`config.mk`:
```
export PLATFORM = sky130hd
export DESIGN_NAME = ascii2at_seq
export DESIGN_NICKNAME = d
export VERILOG_FILES = /design/src/rtl/ascii2at_pkg.sv /design/src/rtl/ascii2at_lut.sv /design/src/rtl/ascii2at_seq.sv
export SDC_FILE = /design/constraint.sdc
export NUM_CORES = 1
export LEC_CHECK = 0
export BUFFER_PORTS_ARGS = -buffer_cell sky130_fd_sc_hd__buf_4
export CORE_MARGIN = 4
export CORE_UTILIZATION = 60
export CTS_CLUSTER_SIZE = 30
export DETAILED_ROUTE_END_ITERATION = 12
export GPL_TIMING_DRIVEN = 0
export PLACE_DENSITY = 0.77
export SETUP_SLACK_MARGIN = 0.05
export SYNTH_ARGS = -nofsm -noshare
export SYNTH_HDL_FRONTEND = slang
export SYNTH_HIERARCHICAL = 1
export SYNTH_SLANG_ARGS = --single-unit
```
`constraint.sdc`:
```
create_clock -name clock -period 3.1 [get_ports clock]
set_input_delay 0.465 -clock clock [delete_from_list [all_inputs] [get_ports clock]]
set_output_delay 0.465 -clock clock [all_outputs]
set_load 0.01 [all_outputs]
```
`src/rtl/ascii2at_pkg.sv`:
```
// Shared definitions for the keycode-to-PS/2 set-2 injector: special keycodes,
// scan-code constants and the sequencer state type.
// Optional feature macro: ASCII2AT_EXTENDED_EN (E0-prefixed navigation keys).
package ascii2at_pkg;

    // Special (non-printable) keycodes
    localparam logic [7:0] KC_SHIFT = 8'h01;
    localparam logic [7:0] KC_ALT   = 8'h02;
    localparam logic [7:0] KC_CTRL  = 8'h03;
    localparam logic [7:0] KC_UP    = 8'h04;
    localparam logic [7:0] KC_DOWN  = 8'h05;
    localparam logic [7:0] KC_LEFT  = 8'h06;
    localparam logic [7:0] KC_RIGHT = 8'h07;
    localparam logic [7:0] KC_BS    = 8'h08;
    localparam logic [7:0] KC_TAB   = 8'h09;
    localparam logic [7:0] KC_ENTER = 8'h0A;
    localparam logic [7:0] KC_HOME  = 8'h0B;
    localparam logic [7:0] KC_END   = 8'h0C;
    localparam logic [7:0] KC_PGUP  = 8'h0D;
    localparam logic [7:0] KC_PGDN  = 8'h0E;
    localparam logic [7:0] KC_DEL   = 8'h0F;
    localparam logic [7:0] KC_F1    = 8'h10;
    localparam logic [7:0] KC_F2    = 8'h11;
    localparam logic [7:0] KC_F3    = 8'h12;
    localparam logic [7:0] KC_F4    = 8'h13;
    localparam logic [7:0] KC_F5    = 8'h14;
    localparam logic [7:0] KC_F6    = 8'h15;
    localparam logic [7:0] KC_F7    = 8'h16;
    localparam logic [7:0] KC_F8    = 8'h17;
    localparam logic [7:0] KC_F9    = 8'h18;
    localparam logic [7:0] KC_F10   = 8'h19;
    localparam logic [7:0] KC_F11   = 8'h1A;
    localparam logic [7:0] KC_ESC   = 8'h1B;
    localparam logic [7:0] KC_INS   = 8'h1C;
    localparam logic [7:0] KC_NUM   = 8'h1D;
    localparam logic [7:0] KC_F12   = 8'h1E;

    // Scan-code bytes with fixed meaning
    localparam logic [7:0] SC_BREAK  = 8'hF0;
    localparam logic [7:0] SC_EXT    = 8'hE0;
    localparam logic [7:0] SC_LSHIFT = 8'h12;

    typedef enum logic [3:0] {
        IDLE, SH_MAKE, MAKE_E0, MAKE, BRK_E0, BRK_F0, BRK, SH_F0, SH_BRK, GAPW_ST
    } state_e;

endpackage

```
`src/rtl/ascii2at_lut.sv`:
```
// Keycode -> set-2 scan code lookup; the inverse of the scan-code-to-ASCII table.
// Uppercase letters reuse the lowercase entry with need_shift set.
// Optional feature macro: ASCII2AT_EXTENDED_EN adds the ext output.
module ascii2at_lut
    import ascii2at_pkg::*;
(
    input  logic [7:0] ascii_in,
    output logic       known,
    output logic       need_shift,
`ifdef ASCII2AT_EXTENDED_EN
    output logic       ext,
`endif
    output logic [7:0] code
);

    logic [7:0] lc;

    // Fold case, then decode the keycode into scan code and shift requirement
    always_comb begin
        lc         = ascii_in;
        need_shift = 1'b0;
        known      = 1'b1;
        code       = 8'h00;
        if (ascii_in >= 8'h41 && ascii_in <= 8'h5A) begin
            lc         = ascii_in | 8'h20;
            need_shift = 1'b1;
        end
        case (lc)
            // letters a..z
            8'h61: code = 8'h1C;  8'h62: code = 8'h32;  8'h63: code = 8'h21;  8'h64: code = 8'h23;
            8'h65: code = 8'h24;  8'h66: code = 8'h2B;  8'h67: code = 8'h34;  8'h68: code = 8'h33;
            8'h69: code = 8'h43;  8'h6A: code = 8'h3B;  8'h6B: code = 8'h42;  8'h6C: code = 8'h4B;
            8'h6D: code = 8'h3A;  8'h6E: code = 8'h31;  8'h6F: code = 8'h44;  8'h70: code = 8'h4D;
            8'h71: code = 8'h15;  8'h72: code = 8'h2D;  8'h73: code = 8'h1B;  8'h74: code = 8'h2C;
            8'h75: code = 8'h3C;  8'h76: code = 8'h2A;  8'h77: code = 8'h1D;  8'h78: code = 8'h22;
            8'h79: code = 8'h35;  8'h7A: code = 8'h1A;
            // digits 0..9
            8'h30: code = 8'h45;  8'h31: code = 8'h16;  8'h32: code = 8'h1E;  8'h33: code = 8'h26;
            8'h34: code = 8'h25;  8'h35: code = 8'h2E;  8'h36: code = 8'h36;  8'h37: code = 8'h3D;
            8'h38: code = 8'h3E;  8'h39: code = 8'h46;
            // shifted digit row ) ! @ # $ % ^ & * (
            8'h29: {need_shift, code} = {1'b1, 8'h45};  8'h21: {need_shift, code} = {1'b1, 8'h16};
            8'h40: {need_shift, code} = {1'b1, 8'h1E};  8'h23: {need_shift, code} = {1'b1, 8'h26};
            8'h24: {need_shift, code} = {1'b1, 8'h25};  8'h25: {need_shift, code} = {1'b1, 8'h2E};
            8'h5E: {need_shift, code} = {1'b1, 8'h36};  8'h26: {need_shift, code} = {1'b1, 8'h3D};
            8'h2A: {need_shift, code} = {1'b1, 8'h3E};  8'h28: {need_shift, code} = {1'b1, 8'h46};
            // space and unshifted punctuation (backquote, minus, equals, brackets, backslash,
            // semicolon, quote, comma, period, slash)
            8'h20: code = 8'h29;  8'h60: code = 8'h0E;  8'h2D: code = 8'h4E;  8'h3D: code = 8'h55;
            8'h5B: code = 8'h54;  8'h5D: code = 8'h5B;  8'h5C: code = 8'h5D;  8'h3B: code = 8'h4C;
            8'h27: code = 8'h52;  8'h2C: code = 8'h41;  8'h2E: code = 8'h49;  8'h2F: code = 8'h4A;
            // shifted punctuation ~ _ + { } | : " < > ?
            8'h7E: {need_shift, code} = {1'b1, 8'h0E};  8'h5F: {need_shift, code} = {1'b1, 8'h4E};
            8'h2B: {need_shift, code} = {1'b1, 8'h55};  8'h7B: {need_shift, code} = {1'b1, 8'h54};
            8'h7D: {need_shift, code} = {1'b1, 8'h5B};  8'h7C: {need_shift, code} = {1'b1, 8'h5D};
            8'h3A: {need_shift, code} = {1'b1, 8'h4C};  8'h22: {need_shift, code} = {1'b1, 8'h52};
            8'h3C: {need_shift, code} = {1'b1, 8'h41};  8'h3E: {need_shift, code} = {1'b1, 8'h49};
            8'h3F: {need_shift, code} = {1'b1, 8'h4A};
            // special keys; SHIFT uses the left-shift code
            KC_SHIFT: code = 8'h12;  KC_ALT:  code = 8'h11;  KC_CTRL:  code = 8'h14;
            KC_UP:    code = 8'h75;  KC_DOWN: code = 8'h72;  KC_LEFT:  code = 8'h6B;
            KC_RIGHT: code = 8'h74;  KC_BS:   code = 8'h66;  KC_TAB:   code = 8'h0D;
            KC_ENTER: code = 8'h5A;  KC_HOME: code = 8'h6C;  KC_END:   code = 8'h69;
            KC_PGUP:  code = 8'h7D;  KC_PGDN: code = 8'h7A;  KC_DEL:   code = 8'h71;
            KC_F1:    code = 8'h05;  KC_F2:   code = 8'h06;  KC_F3:    code = 8'h04;
            KC_F4:    code = 8'h0C;  KC_F5:   code = 8'h03;  KC_F6:    code = 8'h0B;
            KC_F7:    code = 8'h83;  KC_F8:   code = 8'h0A;  KC_F9:    code = 8'h01;
            KC_F10:   code = 8'h09;  KC_F11:  code = 8'h78;  KC_ESC:   code = 8'h76;
            KC_INS:   code = 8'h70;  KC_NUM:  code = 8'h77;  KC_F12:   code = 8'h07;
            default:  known = 1'b0;
        endcase
    end

`ifdef ASCII2AT_EXTENDED_EN
    // Navigation keys that carry the E0 prefix; none of them ever needs shift
    assign ext = ascii_in inside {KC_UP, KC_DOWN, KC_LEFT, KC_RIGHT, KC_HOME, KC_END,
                                  KC_PGUP, KC_PGDN, KC_DEL, KC_INS};
`endif

endmodule

```
`src/rtl/ascii2at_seq.sv`:
```
// Emits the make/break scan-code sequence for one accepted keycode over a
// valid/ready byte stream, with an optional idle gap between bytes.
// Optional feature macro: ASCII2AT_EXTENDED_EN (E0 prefix for navigation keys).
module ascii2at_seq
    import ascii2at_pkg::*;
#(
    parameter int unsigned GAP  = 0,
    parameter int unsigned GAPW = 8
) (
    input  logic       clock,
    input  logic       reset,
    input  logic [7:0] ascii_in,
    input  logic       ascii_valid,
    output logic       ascii_ready,
    output logic [7:0] code_out,
    output logic       code_valid,
    input  logic       code_ready,
    output logic       busy,
    output logic       unknown
);

    state_e            state_q, state_d, ret_q, ret_d, after;
    logic [GAPW-1:0]   gap_q, gap_d;
    logic [7:0]        k_q;
    logic              shift_q;
    logic              unknown_q;
    logic              lut_known, lut_shift;
    logic [7:0]        lut_code;
    logic              accept, handshake;
`ifdef ASCII2AT_EXTENDED_EN
    logic              ext_q, lut_ext;
`endif

    ascii2at_lut u_lut (
        .ascii_in   (ascii_in),
        .known      (lut_known),
        .need_shift (lut_shift),
`ifdef ASCII2AT_EXTENDED_EN
        .ext        (lut_ext),
`endif
        .code       (lut_code)
    );

    assign ascii_ready = (state_q == IDLE) && !reset;
    assign accept      = ascii_valid && ascii_ready;
    assign handshake   = code_valid && code_ready;
    assign busy        = (state_q != IDLE);
    assign unknown     = unknown_q;

    // Byte presented in each state and the byte state that follows it
    always_comb begin
        code_valid = 1'b1;
        code_out   = 8'h00;
        after      = IDLE;
        case (state_q)
            SH_MAKE: begin code_out = SC_LSHIFT; after = MAKE;   end
`ifdef ASCII2AT_EXTENDED_EN
            MAKE_E0: begin code_out = SC_EXT;    after = MAKE;   end
            MAKE:    begin code_out = k_q;       after = ext_q ? BRK_E0 : BRK_F0; end
            BRK_E0:  begin code_out = SC_EXT;    after = BRK_F0; end
`else
            MAKE:    begin code_out = k_q;       after = BRK_F0; end
`endif
            BRK_F0:  begin code_out = SC_BREAK;  after = BRK;    end
            BRK:     begin code_out = k_q;       after = shift_q ? SH_F0 : IDLE; end
            SH_F0:   begin code_out = SC_BREAK;  after = SH_BRK; end
            SH_BRK:  begin code_out = SC_LSHIFT; after = IDLE;   end
            default: code_valid = 1'b0;
        endcase
    end

    // Next state: start on a mapped keycode, advance on handshake, count the gap
    always_comb begin
        state_d = state_q;
        ret_d   = ret_q;
        gap_d   = gap_q;
        if (state_q == IDLE) begin
            if (accept && lut_known) begin
`ifdef ASCII2AT_EXTENDED_EN
                state_d = lut_shift ? SH_MAKE : (lut_ext ? MAKE_E0 : MAKE);
`else
                state_d = lut_shift ? SH_MAKE : MAKE;
`endif
            end
        end else if (state_q == GAPW_ST) begin
            if (gap_q == '0) begin
                state_d = ret_q;
            end else begin
                gap_d = gap_q - 1'b1;
            end
        end else if (handshake) begin
            if (after == IDLE || GAP == 0) begin
                state_d = after;
            end else begin
                state_d = GAPW_ST;
                ret_d   = after;
                gap_d   = GAPW'(GAP - 1);
            end
        end
    end

    // State, latched lookup result and unknown pulse; reset aborts any sequence
    always_ff @(posedge clock) begin
        if (reset) begin
            state_q   <= IDLE;
            ret_q     <= IDLE;
            gap_q     <= '0;
            k_q       <= 8'h00;
            shift_q   <= 1'b0;
            unknown_q <= 1'b0;
`ifdef ASCII2AT_EXTENDED_EN
            ext_q     <= 1'b0;
`endif
        end else begin
            state_q   <= state_d;
            ret_q     <= ret_d;
            gap_q     <= gap_d;
            unknown_q <= accept && !lut_known;
            if (accept) begin
                k_q     <= lut_code;
                shift_q <= lut_shift;
`ifdef ASCII2AT_EXTENDED_EN
                ext_q   <= lut_ext;
`endif
            end
        end
    end

endmodule

```
### After elaboration in Yosys (flattened, before gate mapping)

Index checks and enable logic that the tools add are counted.

* add/sub/neg operators: 1
* $lt $le $gt $ge: 2
* eq/ne operators: 108
* multiplexer cells: 15
* bitwise logic cells: 2
* reduce and logical (&&, ||, !) cells: 41

Operators with widths (number)
* one-hot mux 8 bit (78 select lines): 1
* == test 8 x 7 -> 1 bit, second input constant: 37
* == test 8 x 6 -> 1 bit, second input constant: 32
* == test 8 x 5 -> 1 bit, second input constant: 15
* OR reduction 99 bit: 1
* == test 8 x 4 -> 1 bit, second input constant: 8
* OR reduction 2 bit: 24
* == test 8 x 3 -> 1 bit, second input constant: 4
* one-hot mux 8 bit (3 select lines): 1
* OR reduction 21 bit: 1
* 2-to-1 mux 4 bit: 5
* one-hot mux 4 bit (5 select lines): 1
* == test 8 x 2 -> 1 bit, second input constant: 2
* == test 4 x 3 -> 1 bit, second input constant: 3
* == test 4 bit, second input constant: 2
* == test 8 x 1 -> 1 bit, second input constant: 1
* >= comparator 8 x 7 -> 1 bit, second input constant: 1
* less-or-equal comparator 8 x 7 -> 1 bit, second input constant: 1
* zero test 8 bit: 1
* subtractor 8 x 1 -> 8 bit, second input constant: 1
* logical AND 1 bit: 6
* 2-to-1 mux 6 bit: 1
* AND reduction 3 bit: 2
* OR reduction 6 bit: 1
* 12 further kinds: 17

* bits in registers: 22
* bits of input ports: 12
* output and inout bits: 12
* word-level logic and storage cells: 174

### Logic depth before layout (Yosys ltp)

* word-level depth: 9
* mapped depth: 13
* depth with buffers taken out: 11

### Cells and area by module

The synthesis kept the hierarchy.

Modules (own cells, without submodules)
* ascii2at_lut: times used 1, cells an instance 318, area each 1936.9 µm², sequential area each 0.0 µm²
* ascii2at_seq: times used 1, cells an instance 157, area each 1247.4 µm², sequential area each 440.4 µm²

### Worst setup path before layout

No wires, ideal clock.

* path type: input port to flip-flop
* start: input ascii_in[3]
* end: register state_q[3]
* library setup time: 0.070 ns
* data arrival time: 2.669 ns
* required time: 3.030 ns
* setup slack: 0.361 ns
* stages on the path: 11
* buffers on the path: 2
* cell sequence: buf_6 > buf_6 > nand3_1 > o22a_1 > o221ai_2 > or4_1 > or4_1 > a21oi_1 > a21o_1 > o21ai_0 > a21oi_1

* cells in the longest elaborated chain, start to end: 9
* elaborated cells between the ends (all ways): 108
* classes of those cells: order compare: 2; eq/ne: 100; mux: 2; reduce/logical: 4

RTL lines
* start, declared: line ascii2at_seq.sv:12 `input logic [7:0] ascii_in,`
* >= comparator 8 x 7 -> 1 bit / less-or-equal comparator 8 x 7 -> 1 bit (equally long branches): line ascii2at_lut.sv:24 `if (ascii_in >= 8'h41 && ascii_in <= 8'h5A) begin`
* logical AND 1 bit: line ascii2at_lut.sv:24
* 2-to-1 mux 6 bit (*): line ascii2at_lut.sv:24
* == test 8 x 7 -> 1 bit (tied with other cells): line ascii2at_lut.sv:28 `case (lc)`
* OR reduction 99 bit (no line) (*)
* 2-to-1 mux 1 bit (*): line ascii2at_lut.sv:28
* net lut_known: line ascii2at_seq.sv:27 `logic lut_known, lut_shift;`
* logical AND 1 bit (*): line ascii2at_seq.sv:78 `if (accept && lut_known) begin`
* inequality test 2 x 1 -> 1 bit (no line) (*)
* AND reduction 3 bit (no line) (*)
* end signal, assigned: line ascii2at_seq.sv:115 `state_q <= state_d;`
* end, declared: line ascii2at_seq.sv:22 `state_e state_q, state_d, ret_q, ret_d, after;`

Mark *: on every way through the listed nets, which the timed path passes. The rest lies on a longest branch.
A chain may end at the register's enable or synchronous reset.

### Worst setup path in the final report

* start: input ascii_in[4]
* end: register state_q[2]

Same word-level chain as after synthesis.

==> reports/metrics.cfg <==
[run_status]
status=complete, no violations

[critical_path]
reg2reg_depth=7
critical_path_class=in -> reg
r2r-end=k_q[0]$_SDFFE_PP0N_
crit_path_end_kind=flop
path_max_fanout=10
cp_top_family=simple AND/OR/NAND/NOR gates
crit_buf_inv=3
start_kind=input port
r2r-start=state_q[2]$_SDFFE_PP0P_
cp.required_ns=3.29
cp_slowest_stage_delay_ns=0.59
arrival_ns=3.23
r2r_slack_ns=1.12
slowest_stage=or4_4
path_cells=buf_4 > buf_4 > buf_6 > xnor2_1 > o22ai_2 > a22oi_2 > nand2_2 > or4_4 > or4_4 > a21oi_4 > a21o_1 > o21ai_0 > a21oi_1

[logic_synthesis]
yosysTopAreaCell=dfxtp_1
synth_flop_cell=dfxtp_1
synth.distinct_cells=74
synth_top_area_share_pct=13.83
synth_seq_area_share_pct=13.83
yosysMostFrequentCell=o21ai_0
synth_area_leaders=dfxtp_1 (14%), o21ai_0 (7.2%), a21oi_1 (5.7%), nor2_1 (5.2%), nand2_1 (4.2%)
syn_area_um2=3184
synth_fp_nets=489
yosys-top-cells-count=o21ai_0 (46), nor2_1 (44), a21oi_1 (36), nand2_1 (36), dfxtp_1 (22)
async_flop_share_pct=0
syn_avg_cell_area_um2=6.704
ys_warn_count=6
yosys_register_bits=22
synth_cells=475
synth_edf_count=0

[grt]
antenna_found_initial=0
grt_start_max_net_pins=13
grt_pass1_wl_mm=20.19
first_global_vias=3873
grt_overflow=0
grt_usage_pct=39.87

[timing]
period_needed_ns=3.041
setup_viol=0
skew_ns=0.001544
max_freq_ghz=0.3288
fin_crit_sh_pct=98.11
slew_headroom_pct=41.99
worstMarginPinSlew_ns=0.8683
slew_violations=0
hold_viol=0
fin_setup_tns_ns=0

[power]
finalPower_w=0.001285
p_leak_nw=1.285
ir_drop_mv=0.3167
cellPowerDensity_nw_per_um2=356.6

[routing]
vias_per_cell=7.359
num_vias=4239
drt-pass1-iter-count=7
first_iter_violations=828
wire_per_inst_um=22.62
totalWireLength_mm=13.03
drtAntennaViolNets=0
drc_errors=0

[clock_network]
clk_latency_ns=0.26
cts_buffer_depth=2
numCtsBuffers=3
root_buffer=clkbuf_8
ctsHtreeMaxLevel=1
clkTransAtPathRegs_ns=0.08
cts.sinks=22
cts_tree=done

[min_path]
worstHoldStart=k_q[0]$_SDFFE_PP0N_
min_path_cells=2
hold_end=k_q[0]$_SDFFE_PP0N_
worstHoldPathType=reg -> reg

[placement]
placed_cells=569
port_buffers=23
hpwlAfterDp_mm=9.262
place_congestion=1.152
post_dp_cell_area_um2=3455

[floorplan]
io_pins=24
die_w_um=80.85
core-area_um2=5140
die-area_um2=6537
rows=26
initial_core_util_pct=61.95
die_h_um=80.85

[final_layout]
antenna_cells=0
area_delta_synth_final_pct=13.16
drive_gt1_share_pct=19.57
nets=521
fin_cells=576
design_area_um2=3603

[flow_run]
maxCapViolCount=0

==> worst max-delay path by stage <==
stage / from / cells after the start / slack [ns] / to
finish: ascii_in[4] / 13 / 0.06 / state_q[2]$_SDFFE_PP0P_
global route: ascii_in[4] / 13 / -0.001 / state_q[2]$_SDFFE_PP0P_
CTS: ascii_in[3] / 12 / 0.06 / state_q[2]$_SDFFE_PP0P_
detailed placement: ascii_in[4] / 13 / -0.28 / state_q[2]$_SDFFE_PP0P_
global placement: ascii_in[4] / 11 / -0.33 / state_q[0]$_SDFFE_PP0P_
floorplan: ascii_in[3] / 11 / 0.36 / state_q[3]$_SDFFE_PP0P_
==> flip-flops by register name, indices dropped and copies added (netlist names) <==
name     count
gap_q        8
k_q          8
shift_q      1
state_q      4
unknown      1
==> cells by family after synthesis <==
| kind of cell | share of synthesized area (%) |
|---|---|
| flip-flops | 13.83 |
| XOR/XNOR | 3.025 |
| buffers and inverters | 10.02 |
| adder cells (fa/ha/maj) | 0.7857 |
| AND/OR/NAND/NOR | 34.54 |
| multiplexers | 0.6287 |
| AO/OA/AOI/OAI | 37.17 |
==> per-stage QoR <==
step | utilization, % | setup slack (ns) | hold slack, ns
2_1_floorplan | - | 0.3606 | 0.4440
3_3_place_gp | 67.02 | -0.3275 | 0.4624
3_5_place_dp | 67.21 | -0.2783 | 0.4747
4_1_cts | 68.70 | 0.06149 | 0.4888
5_1_grt | 70.11 | -0.001162 | 0.5120
6_report | 70.11 | 0.05853 | 0.4848
==> area by class of cell <==
cell class,count,area [um2]
inverters,6,22.52
well taps,70,87.58
plain buffers,53,297.8
clock buffers,4,55.05
flip-flops and latches,22,440.4
multi-input cells,393,2487
repair buffers,28,212.7
fillers,425,1536
==> cell usage in the layout, fill, tap and decap left out, drive strengths merged, types with 6 or more instances in the layout <==
master,instances
a22oi,8
a21oi,37
nor4,10
o32ai,7
nand2b,21
nand3,15
dfxtp,22
a21o,6
clkbuf,22
nand2,39
xnor2,7
or4,9
nor2b,14
o21ai,46
nor3,12
a31oi,8
buf,62
inv,6
nor2,44
o22ai,13
a211oi,9
==> routing by layer <==
layer,up-vias,share of wire (%),global-route usage [%]
met5,-,0,0
met3,126,14,8.869
met1,1853,34,47.27
li1,1842,-,-
met4,0,8.2,26.01
met2,418,44,64.37
==> what timing repair did <==
| item | CTS | global route |
|---|---|---|
| buffers inserted | 2 | 2 |
| hold buffers | 0 | 0 |
| gates resized for setup | 2 | 20 |
| pin swaps | 0 | 3 |
| endpoints found under the setup margin | 4 | 4 |
==> worst register-to-register path: stages, from the launching register on <==
cell     delay (ns)
dfxtp_1        0.30
buf_2          0.17
or4_1          0.68
nor2b_1        0.18
buf_2          0.20
buf_2          0.22
nand2_1        0.09
o21ai_0        0.08
==> power by group <==
| group | switching (W) | total [W] | internal, W |
|---|---|---|---|
| clock | 0.0000903 | 0.000203 | 0.000113 |
| sequential | 0.0000271 | 0.000341 | 0.000314 |
| combinational | 0.000456 | 0.000741 | 0.000285 |
Power figures use the tool's default switching activity.
